## src/rtl/gf_horner_eval.sv

```systemverilog
// gf_horner_eval: evaluates p(x) = c_t*x^t + ... + c_0 over GF(2^M) at alpha
// with Horner's rule. acc = c_t; then repeatedly acc = acc*alpha ^ c_k, with the
// multiply done by an external field multiplier (mul_a * mul_b -> mul_c).
//
// Ports:
//   clk, rst        clock, synchronous active-high reset
//   start           begin an evaluation (sampled only when idle)
//   alpha, degree   evaluation point and t, latched on accepted start
//   coef_valid/in   coefficient stream, highest degree first
//   coef_ready      coefficient accepted this cycle when coef_valid is high
//   mul_a, mul_b    multiplier operands (accumulator, latched alpha)
//   mul_c           multiplier product, sampled on the last MUL cycle
//   result, done    p(alpha) and its one-cycle valid pulse
//   busy            evaluation in progress
module gf_horner_eval #(
  parameter int unsigned M       = 16,
  parameter int unsigned DEG_W   = 8,
  parameter int unsigned MUL_LAT = 1
) (
  input  logic             clk,
  input  logic             rst,
  input  logic             start,
  input  logic [M-1:0]     alpha,
  input  logic [DEG_W-1:0] degree,
  input  logic             coef_valid,
  input  logic [M-1:0]     coef_in,
  output logic             coef_ready,
  output logic [M-1:0]     mul_a,
  output logic [M-1:0]     mul_b,
  input  logic [M-1:0]     mul_c,
  output logic [M-1:0]     result,
  output logic             done,
  output logic             busy
);

  localparam int unsigned WAIT_W = (MUL_LAT > 1) ? $clog2(MUL_LAT) : 1;
  localparam logic [WAIT_W-1:0] WAIT_LAST = WAIT_W'(MUL_LAT - 1);

  typedef enum logic [2:0] {
    S_IDLE = 3'd0,
    S_LOAD = 3'd1,
    S_MUL  = 3'd2,
    S_ADD  = 3'd3,
    S_DONE = 3'd4
  } state_e;

  state_e            state_q, state_d;
  logic [M-1:0]      acc_q, acc_d;
  logic [M-1:0]      prod_q, prod_d;
  logic [M-1:0]      alpha_q, alpha_d;
  logic [DEG_W-1:0]  cnt_q, cnt_d;
  logic [WAIT_W-1:0] wait_q, wait_d;
  logic [M-1:0]      result_q, result_d;
  logic [M-1:0]      mul_a_q, mul_a_d;
  logic [M-1:0]      mul_b_q, mul_b_d;
  logic              coef_ready_q, coef_ready_d;
  logic              done_q, done_d;
  logic              busy_q, busy_d;
  logic              hs_c;

  // coef_ready is registered, so a handshake is decided on the current flop value
  assign hs_c = coef_valid & coef_ready_q;

  // Next-state and registered-output logic
  always_comb begin
    state_d      = state_q;
    acc_d        = acc_q;
    prod_d       = prod_q;
    alpha_d      = alpha_q;
    cnt_d        = cnt_q;
    wait_d       = wait_q;
    result_d     = result_q;
    mul_a_d      = mul_a_q;
    mul_b_d      = mul_b_q;
    done_d       = 1'b0;

    unique case (state_q)
      S_IDLE: begin
        if (start) begin
          alpha_d = alpha;
          cnt_d   = degree;
          state_d = S_LOAD;
        end
      end

      S_LOAD: begin
        if (hs_c) begin
          acc_d  = coef_in;
          wait_d = '0;
          if (cnt_q == '0) begin
            state_d = S_DONE;
          end else begin
            state_d = S_MUL;
          end
        end
      end

      S_MUL: begin
        // Operands are held for MUL_LAT cycles; product taken on the last one
        if (wait_q == WAIT_LAST) begin
          prod_d  = mul_c;
          state_d = S_ADD;
        end else begin
          wait_d = wait_q + WAIT_W'(1);
        end
      end

      S_ADD: begin
        if (hs_c) begin
          acc_d  = prod_q ^ coef_in;
          cnt_d  = cnt_q - DEG_W'(1);
          wait_d = '0;
          if (cnt_q == DEG_W'(1)) begin
            state_d = S_DONE;
          end else begin
            state_d = S_MUL;
          end
        end
      end

      S_DONE: begin
        result_d = acc_q;
        done_d   = 1'b1;
        state_d  = S_IDLE;
      end

      default: begin
        state_d = S_IDLE;
      end
    endcase

    // Operands are loaded only when entering MUL, so they stay stable inside it
    // and keep their last values everywhere else.
    if ((state_d == S_MUL) && (state_q != S_MUL)) begin
      mul_a_d = acc_d;
      mul_b_d = alpha_d;
    end

    coef_ready_d = (state_d == S_LOAD) || (state_d == S_ADD);
    busy_d       = (state_d != S_IDLE);
  end

  // State and datapath registers
  always_ff @(posedge clk) begin
    if (rst) begin
      state_q      <= S_IDLE;
      acc_q        <= '0;
      prod_q       <= '0;
      alpha_q      <= '0;
      cnt_q        <= '0;
      wait_q       <= '0;
      result_q     <= '0;
      mul_a_q      <= '0;
      mul_b_q      <= '0;
      coef_ready_q <= 1'b0;
      done_q       <= 1'b0;
      busy_q       <= 1'b0;
    end else begin
      state_q      <= state_d;
      acc_q        <= acc_d;
      prod_q       <= prod_d;
      alpha_q      <= alpha_d;
      cnt_q        <= cnt_d;
      wait_q       <= wait_d;
      result_q     <= result_d;
      mul_a_q      <= mul_a_d;
      mul_b_q      <= mul_b_d;
      coef_ready_q <= coef_ready_d;
      done_q       <= done_d;
      busy_q       <= busy_d;
    end
  end

  assign coef_ready = coef_ready_q;
  assign mul_a      = mul_a_q;
  assign mul_b      = mul_b_q;
  assign result     = result_q;
  assign done       = done_q;
  assign busy       = busy_q;

endmodule
```

## config.mk

```make
export PLATFORM = sky130hd
export DESIGN_NAME = gf_horner_eval
export DESIGN_NICKNAME = d
export VERILOG_FILES = /design/src/rtl/gf_horner_eval.sv
export SDC_FILE = /design/constraint.sdc
export NUM_CORES = 1
export LEC_CHECK = 0
export CAP_MARGIN = 20
export CORE_MARGIN = 10
export CORE_UTILIZATION = 45
export DETAILED_ROUTE_END_ITERATION = 6
export GPL_ROUTABILITY_DRIVEN = 0
export PLACE_DENSITY = 0.82
export SETUP_SLACK_MARGIN = 0.15
export SLEW_MARGIN = 20
export SYNTH_ARGS = -nofsm -noshare
export SYNTH_HDL_FRONTEND = slang
export SYNTH_SLANG_ARGS = --single-unit
```

## constraint.sdc

```tcl
create_clock -name clk -period 1.6 [get_ports clk]
set_input_delay 0.16 -clock clk [delete_from_list [all_inputs] [get_ports clk]]
set_output_delay 0.16 -clock clk [all_outputs]
set_load 0.02 [all_outputs]
```

Word level (Yosys, flattened, before mapping)
Index checks and enable logic that the tools add are counted.
- multipliers: 0
- $add $sub $neg: 2
- reduce and logical (&&, ||, !) cells: 11
- order comparisons: 0
- bitwise logic cells: 3
- equality and inequality tests: 12
- div/mod/pow operators: 0
- multiplexer cells: 19
- shift-type cells: 0
- operator list (operator ; number):
    $mux 16 ; 4
    $pmux 16 s2 ; 1
    $mux 3 ; 6
    $mux 8 ; 2
    $pmux 8 s2 ; 1
    $xor 16x16->16 ; 1
    $eq 3x2->1 const B ; 4
    $pmux 3 s4 ; 1
    $eq 8x1->1 const B ; 1
    $logic_not 8->1 ; 1
    $sub 8x1->8 const B ; 1
    $eq 3x1->1 const B ; 2
    $ne 2x2->1 const B ; 2
    $reduce_and 2->1 ; 2
    $reduce_bool 2->1 ; 2
    $eq 3x3->1 const B ; 1
    $logic_not 3->1 ; 1
    $mux 1 ; 3
    $ne 3x2->1 const B ; 1
    $reduce_and 3->1 ; 1
    $reduce_bool 3->1 ; 1
    $ne 2x1->1 const B ; 1
    $pmux 1 s2 ; 1
    $reduce_or 2->1 ; 1
    5 further kinds ; 5
- register bits: 111
- bits in read-only memories: 0
- RAM bits: 0
- bits in latches: 0
- logic and storage cells: 59
- input port bits: 60
- memories kept: 0

Logic depth before layout (Yosys ltp)
Gate-level depths: netlist of run 1.
- depth in word-level cells: 6
- mapped depth: 7
- gate-level depth less buffers: 6

Worst setup path after synthesis of run 1
OpenSTA, ideal clock, no wires.
- path type: register to register
- start point: register cnt_q[3]
- end point: register mul_a_q[7], in the netlist mul_a[7]
- data arrival time: 1.651 ns
- setup slack: -0.171 ns
- cell stages (with the launch flop): 6
- data required time: 1.479 ns
- clock period less this slack: 1.771 ns
- path through: dfxtp_1 -> nor4_4 -> nand4_4 -> nand2_4 -> buf_6 -> mux2_2
- longest elaborated chain between the ends: 6
- elaborated cells on any way between the ends: 9
- those cells by class: eq/ne (2); mux (5); reduce/logical (2)
- ends and longest elaborated chain (item ; line ; RTL):
    start, declared ; 51 ; logic [DEG_W-1:0] cnt_q, cnt_d;
    start signal, assigned ; 163 ; cnt_q <= cnt_d;
    $eq 8x1->1 / $logic_not 8->1 (equally long branches) ; 113, 90 ;
    $mux 3, on equally long branches ; 113, 90 ;
    $mux 3, on equally long branches ; 109, 87 ;
    $pmux 3 s4 (*) ; 77 ; unique case (state_q)
    $eq 3x2->1 (*) ; 134 ; if ((state_d == S_MUL) && (state_q != S_MUL)) begin
    $logic_and 1x1->1 (*) ; 134 ;
    end signal, assigned ; 166 ; mul_a_q <= mul_a_d;
    end, declared ; 54 ; logic [M-1:0] mul_a_q, mul_a_d;
Every way passes the cells marked *; elsewhere a longest branch is shown, timed or not.
A chain may end at the register's enable or synchronous reset.

Final worst setup path of run 1
- start point: register state_q[0]
- end point: register mul_a_q[14], in the netlist mul_a[14]
- longest elaborated chain between the ends: 4
- elaborated cells on any way between the ends: 13
- those cells by class: eq/ne (5); mux (6); reduce/logical (2)
- ends and longest elaborated chain (item ; line ; RTL):
    start, declared ; 47 ; state_e state_q, state_d;
    start signal, assigned ; 159 ; state_q <= state_d;
    $eq 3x2->1 (tied with other cells) ; 77 ;
    $pmux 3 s4 ; 77 ;
    $eq 3x2->1 ; 134 ;
    $logic_and 1x1->1 ; 134 ;
Parallel ways exist; a longest one is shown, timed or not.

==> results.toml, run 1 <==
[clock_network]
clk_latency_ps = 370
cts.reportedPaths.clkPinSlew_ps = 110
cts_buffer_depth = 2
cts-buffers-inserted = 9
cts_root_buffer = "clkbuf_8"
clkSinkCount = 110
tritoncts = "yes"
htree_levels = 3
cts_hold_buf = 0

[detailed_routing]
num_vias = 4399
drt-wirelength-per-cell_um = 18.73
drt_iter0_markers = 271
remaining_drc_errors = 0
vias_per_cell = 5.424
drtAntennaViolNets = 0
wirelength_mm = 15.19
drt_pre_antenna_iters = 4

[yosys]
yosys_warnings = 0
synth.area.mux_share_pct = 6.576
yosys-top-cells-area = "dfxtp_1 48%, nand2_1 9.4%, a21oi_1 5.7%"
synth_top_family_by_area = "simple AND/OR/NAND/NOR gates"
syn-num-nets = 573
synth_flop_cell = "dfxtp_1"
syn_avg_cell_area_um2 = 9.028
synth_simple_gate_area_share_pct = 23.64
synth_compound_area_share_pct = 14.43
mappedNetlistArea_um2 = 4604
yosysTopAreaCellShare_pct = 47.83
synth_most_common_cell = "nand2_1"
netlist-cell-type-count = 51
ys_async_sr_fraction_pct = 0
synth_seq_area_share_pct = 47.83
synth_cells = 510
synth_edf_count = 0
synth_xor_area_share_pct = 2.283
synth_commonest_cells = "115 x nand2_1, 110 x dfxtp_1, 52 x a21oi_1, 32 x nor2b_1, 27 x nor2_1"
ys_ff_latch = 110
post_synth_fa_ha_maj_area_fraction_pct = 0.8152
synth_area_leader_cell = "dfxtp_1"

[pwr]
power.density_nw_per_um2 = 786.8
p_leak_nw = 2.986
p_int_mw = 4.005
power.share.sequential_pct = 51.2
comb_power_share_pct = 19.1
ir_drop_mv = 0.4287
p_sw_mw = 1.656
switching_share_pct = 29.25
p_clk_share_pct = 29.7
finalPower_mw = 5.661

[cells_and_area]
multi_input_area_um2 = 2805
area_growth_pct = 56.25
layout.nets = 736
drive_above_1_share_pct = 34.07
seqCellArea_um2 = 2222
n_fill_cell = 667
antennaDiodeCount = 0

[sta]
setup_violations = 35
slew_headroom_pct = 67.67
min_period_ps = 1695
max_freq_ghz = 0.5899
fin_ws_ps = -95.15
tightest_slew_ps = 481.3
finalSetupTns_ps = -2249
drv_slew = 0
skew_ps = 13.21
fin_crit_sh_pct = 105.9
timing.final.hold_violations = 0
rsz0062_at_grt = "true"

[hold_path]
hp-class = "input pin to flip-flop"
hold_path_depth = 2
whs_endpoint = "result[13]"
min_from = "rst"

[die]
die_width_um = 121.2
row_count = 36
pin_count = 111
die_area_um2 = 14680
floorplan.initialDensity_pct = 46.68
die_h_um = 121.2
coreArea_um2 = 9864

[status]
status = "finished, violations left"
violations = "negative setup slack"

[setup_path]
path_cells = "clkbuf_2 > nor2b_2 > nand4_4 > nand2_8 > buf_8 > mux2_4"
cpMaxStageDelayCell = "dfxtp_4"
ff2ff_setup_slack_ps = -100
end_kind = "flip-flop"
cp_max_fo = 7
required_ps = 1860
critPathKind = "flip-flop to flip-flop"
reg2reg_depth = 6
cpPeakStageDelay_ps = 410
cp-start-kind = "flip-flop"
reg2reg_from = "state_q[0]"
crit_arrival_ps = 1960
r2r_end = "mul_a[14]"

[global_routing]
antenna_found_initial = 0
grt_max_degree = 38
grt_usage_pct = 17.89
grt_pass1_vias = 4393
grt-ovfl-total = 0
grt_pass1_wl_mm = 21.65

[placed_design]
hpwl_mm = 9.108
port_buffers = 110

[job]
maxCapViolations = 0
cells in the final DEF, fill, tap and decap left out, types with 16 or more instances in the layout:
master / netlist / routed
dfxtp_1: 110 / 102
dlygate4sd2_1: 0 / 51
mux2_4: 0 / 25
nor2_1: 27 / 23
nand2_1: 115 / 92
clkdlybuf4s50_1: 0 / 58
a21oi_1: 52 / 41
nor2b_1: 32 / 31
buf_4: 3 / 44
buf_6: 4 / 16
nand2_2: 9 / 23
a21oi_2: 10 / 17
worst max path at each step:
stage	endpoint	cells past startpoint	startpoint	slack [ps]
after floorplan	mul_a[10]	5	cnt_q[2]	-110
after global placement	mul_b[5]	5	start	-240
after detailed placement	mul_a[3]	6	coef_valid	-300
after CTS	cnt_q[5]	5	cnt_q[0]	-90
after global routing	mul_a[0]	8	cnt_q[0]	-200
final	mul_a[14]	6	state_q[0]	-100
critical path, delay by kind of cell (launching register included):
kind          cells  cell delay (ps)
simple gates      3              570
mux               1              290
flops             1              410
buf+inv           2              310
power by group through the flow:
stage	Clock, mW	Sequential [mW]	Combinational [mW]
after global routing	1.82	2.91	1.15
final	1.68	2.90	1.08
after global placement	0	2.95	0.773
after detailed placement	0	2.95	0.798
after CTS	1.70	2.89	0.876
after floorplan	0	2.96	0.430
per-layer routing:
metal / global-route usage (%) / wire length [um]
met1: 20.48 / 5947
met2: 31.87 / 7795
met3: 4.374 / 1000
met4: 5.812 / 449
met5: 0 / 0
state kept, by name, indices dropped and copies added, names as in the netlist:
register    cells
acc_q          16
alpha_q        16
busy            1
cnt_q           8
coef_ready      1
done            1
mul_a          16
mul_b          16
prod_q         16
result         16
state_q         3
through the flow:
stage	utilization (%)	cell area (um2)	setup slack [ps]	hold WS, ps	cells
2_1_floorplan	-	4768	-108.2	296.0	510
3_3_place_gp	62.63	6178	-240.6	438.4	762
3_5_place_dp	62.63	6178	-297.4	446.1	762
4_1_cts	66.77	6586	-86.38	216.1	791
5_1_grt	72.93	7194	-203.7	237.3	811
6_report	72.93	7194	-95.15	230.5	811
kinds of logic (layout without fill, tap and decap cells):
| kind of cell | count (synthesis) | count (layout) |
|---|---|---|
| multiplexers | 27 | 27 |
| buffers and inverters | 37 | 203 |
| flip-flops | 110 | 110 |
| adder cells (fa/ha/maj) | 3 | 3 |
| AND/OR/NAND/NOR | 218 | 220 |
| AO/OA/AOI/OAI | 103 | 103 |
| XOR/XNOR | 12 | 12 |
layout make-up:
type                    count  area share [%]
clock buffers               9           1.722
clock inverters             7           1.078
inverters                   3          0.1565
multi-input cells         365           38.99
flip-flops and latches    110           30.89
well taps                 133           2.313
repair buffers            184           24.85
timing repair:
item                                   CTS  global route
buffers inserted                        11            18
pin swaps                               20            45
setup endpoints to repair              131            81
gates cloned                             2             2
gates resized for setup                102           106
endpoints found under the hold margin    0             0
Note: power is estimated with default switching activity, not from simulation.
==> run 2: changes to the inputs <==
- ABC_CLOCK_PERIOD_IN_PS: default -> 1600
==> results of run 2 <==
Final layout, timing and power as in run 1 (identical DEF).
==> run 3: changes to the inputs <==
- CORE_ASPECT_RATIO: default -> 0.6
- PLACE_DENSITY: 0.82 -> 0.86
==> results.toml, run 3 (synthesis gave the netlist of run 1 again) <==
[setup_path]
cp-startpoint = "cnt_q[1]"
required_ps = 1840
reg2reg_from = "cnt_q[1]"
cp-start-kind = "flip-flop"
crit_arrival_ps = 1950
cp_max_fo = 14
critPathKind = "flip-flop to flip-flop"
end_kind = "flip-flop"

[pwr]
p_sw_mw = 1.639
power.density_nw_per_um2 = 913.9
power.share.sequential_pct = 45.1
ir_drop_mv = 0.5279
switching_share_pct = 25.56
p_clk_share_pct = 39.0
p_int_mw = 4.774
comb_power_share_pct = 15.9
finalPower_mw = 6.414
p_leak_nw = 2.878

[sta]
fin_ws_ps = -107.5
drv_slew = 0
max_freq_ghz = 0.5856
fin_crit_sh_pct = 106.7
slew_headroom_pct = 69.88
timing.final.hold_violations = 0
tightest_slew_ps = 450.6
rsz0062_at_grt = "true"
skew_ps = 8.845
min_period_ps = 1708
setup_violations = 29

[detailed_routing]
drt-wirelength-per-cell_um = 19.00
drt_iter0_markers = 296
vias_per_cell = 5.363
remaining_drc_errors = 0
wirelength_mm = 15.07
drtAntennaViolNets = 0
num_vias = 4253
drt_pre_antenna_iters = 5

[die]
floorplan.initialDensity_pct = 46.44
die_h_um = 98.36
die_area_um2 = 14810
pin_count = 111
row_count = 28
coreArea_um2 = 9915
die_width_um = 150.6

[placed_design]
port_buffers = 110
hpwl_mm = 9.464
place_ws_ps = -321.7
placed_cell_area_um2 = 6168

[cells_and_area]
drive_above_1_share_pct = 31.76
final_common_cell = "dfxtp_1"
antennaDiodeCount = 0
multi_input_area_um2 = 2648
final_area_um2 = 7018
final_core_utilization_pct = 70.79
layout.nets = 716
seqCellArea_um2 = 2221
n_fill_cell = 707
area_growth_pct = 52.42
most-common-layout-cells = "103 x dfxtp_1, 96 x nand2_1, 58 x clkdlybuf4s50_1"

[global_routing]
antenna_found_initial = 0
grt_max_degree = 76
grt-ovfl-total = 0
grt_usage_pct = 17.91
grt_pass1_vias = 4266
grt_pass1_wl_mm = 21.57

[clock_network]
clk_latency_ps = 350
cts.reportedPaths.clkPinSlew_ps = 80
tritoncts = "yes"
cts_buffer_depth = 2
clkSinkCount = 110
cts-buffers-inserted = 9
htree_levels = 3
cts_root_buffer = "clkbuf_16"

[hold_path]
min_from = "rst"
hp-class = "input pin to flip-flop"

[job]
maxCapViolations = 0

[status]
violations = "negative setup slack"
status = "finished, violations left"
==> run 3: changes by cell type in the layout (fill, tap and decap cells not counted), moves of 8 or more <==
cell | before | now
a21oi_2 | 17 | 25
clkbuf_16 | 0 | 11
a211oi_2 | 7 | 15
buf_4 | 44 | 32
clkbuf_8 | 9 | 1
a211oi_1 | 10 | 2
nand2_4 | 9 | 1
==> run 3: critical path, stage by stage (launching register included) <==
cell,delay (ps)
dfxtp_2,330
inv_2,90
ha_2,210
mux2_4,180
nand4_4,140
nand2_4,130
buf_12,160
mux2_2,340
==> run 3: through the flow <==
step	hold WS, ps	TNS, ps	cells
4_1_cts	138.9	-898.3	781
3_3_place_gp	437.0	-9614	759
6_report	141.9	-2083	793
5_1_grt	143.2	-3071	793
3_5_place_dp	446.7	-11650	759
2_1_floorplan	296.0	-2164	510
==> run 3: what timing repair did <==
item | 4_1_cts | 5_1_grt
buffers inserted | 5 | 8
gates cloned | 1 | 4
endpoints found under the setup margin | 124 | 69
gates resized for setup | 86 | 74
hold endpoints to repair | 0 | 0
hold buffers | 0 | 0
pin swaps | 19 | 34
==> run 3: routing by layer <==
layer	global-route usage, %	up-vias	part of all wire [%]
met2	28.57	158	47
met3	5.899	19	7.7
met1	23.05	2056	43
li1	-	2020	-
met4	3.906	0	1.5
met5	0	-	0
==> run 3: final cells by class <==
type                    count  share of cell area (%)
multi-input cells         365                   37.73
flip-flops and latches    110                   31.65
repair buffers            164                   23.28
clock buffers              10                   3.405
well taps                 135                   2.407
clock inverters             6                   1.337
inverters                   3                  0.1961
==> run 3: worst paths after layout <==
kind / to / slack (ps) / depth (start not counted)
setup / recovery: mul_b[1] / -110 / 7
hold / removal: coef_ready / 140 / 3
setup reg to reg: mul_b[1] / -110 / 7
hold reg to reg: result[3] / 460 / 2
==> run 3: power by group through the flow <==
stage | combinational (mW) | sequential [mW] | clock, mW
finish | 1.02 | 2.89 | 2.50
global route | 1.08 | 2.90 | 2.64
CTS | 0.883 | 2.89 | 2.51
detailed placement | 0.815 | 2.95 | 0
global placement | 0.783 | 2.95 | 0
floorplan | 0.430 | 2.96 | 0
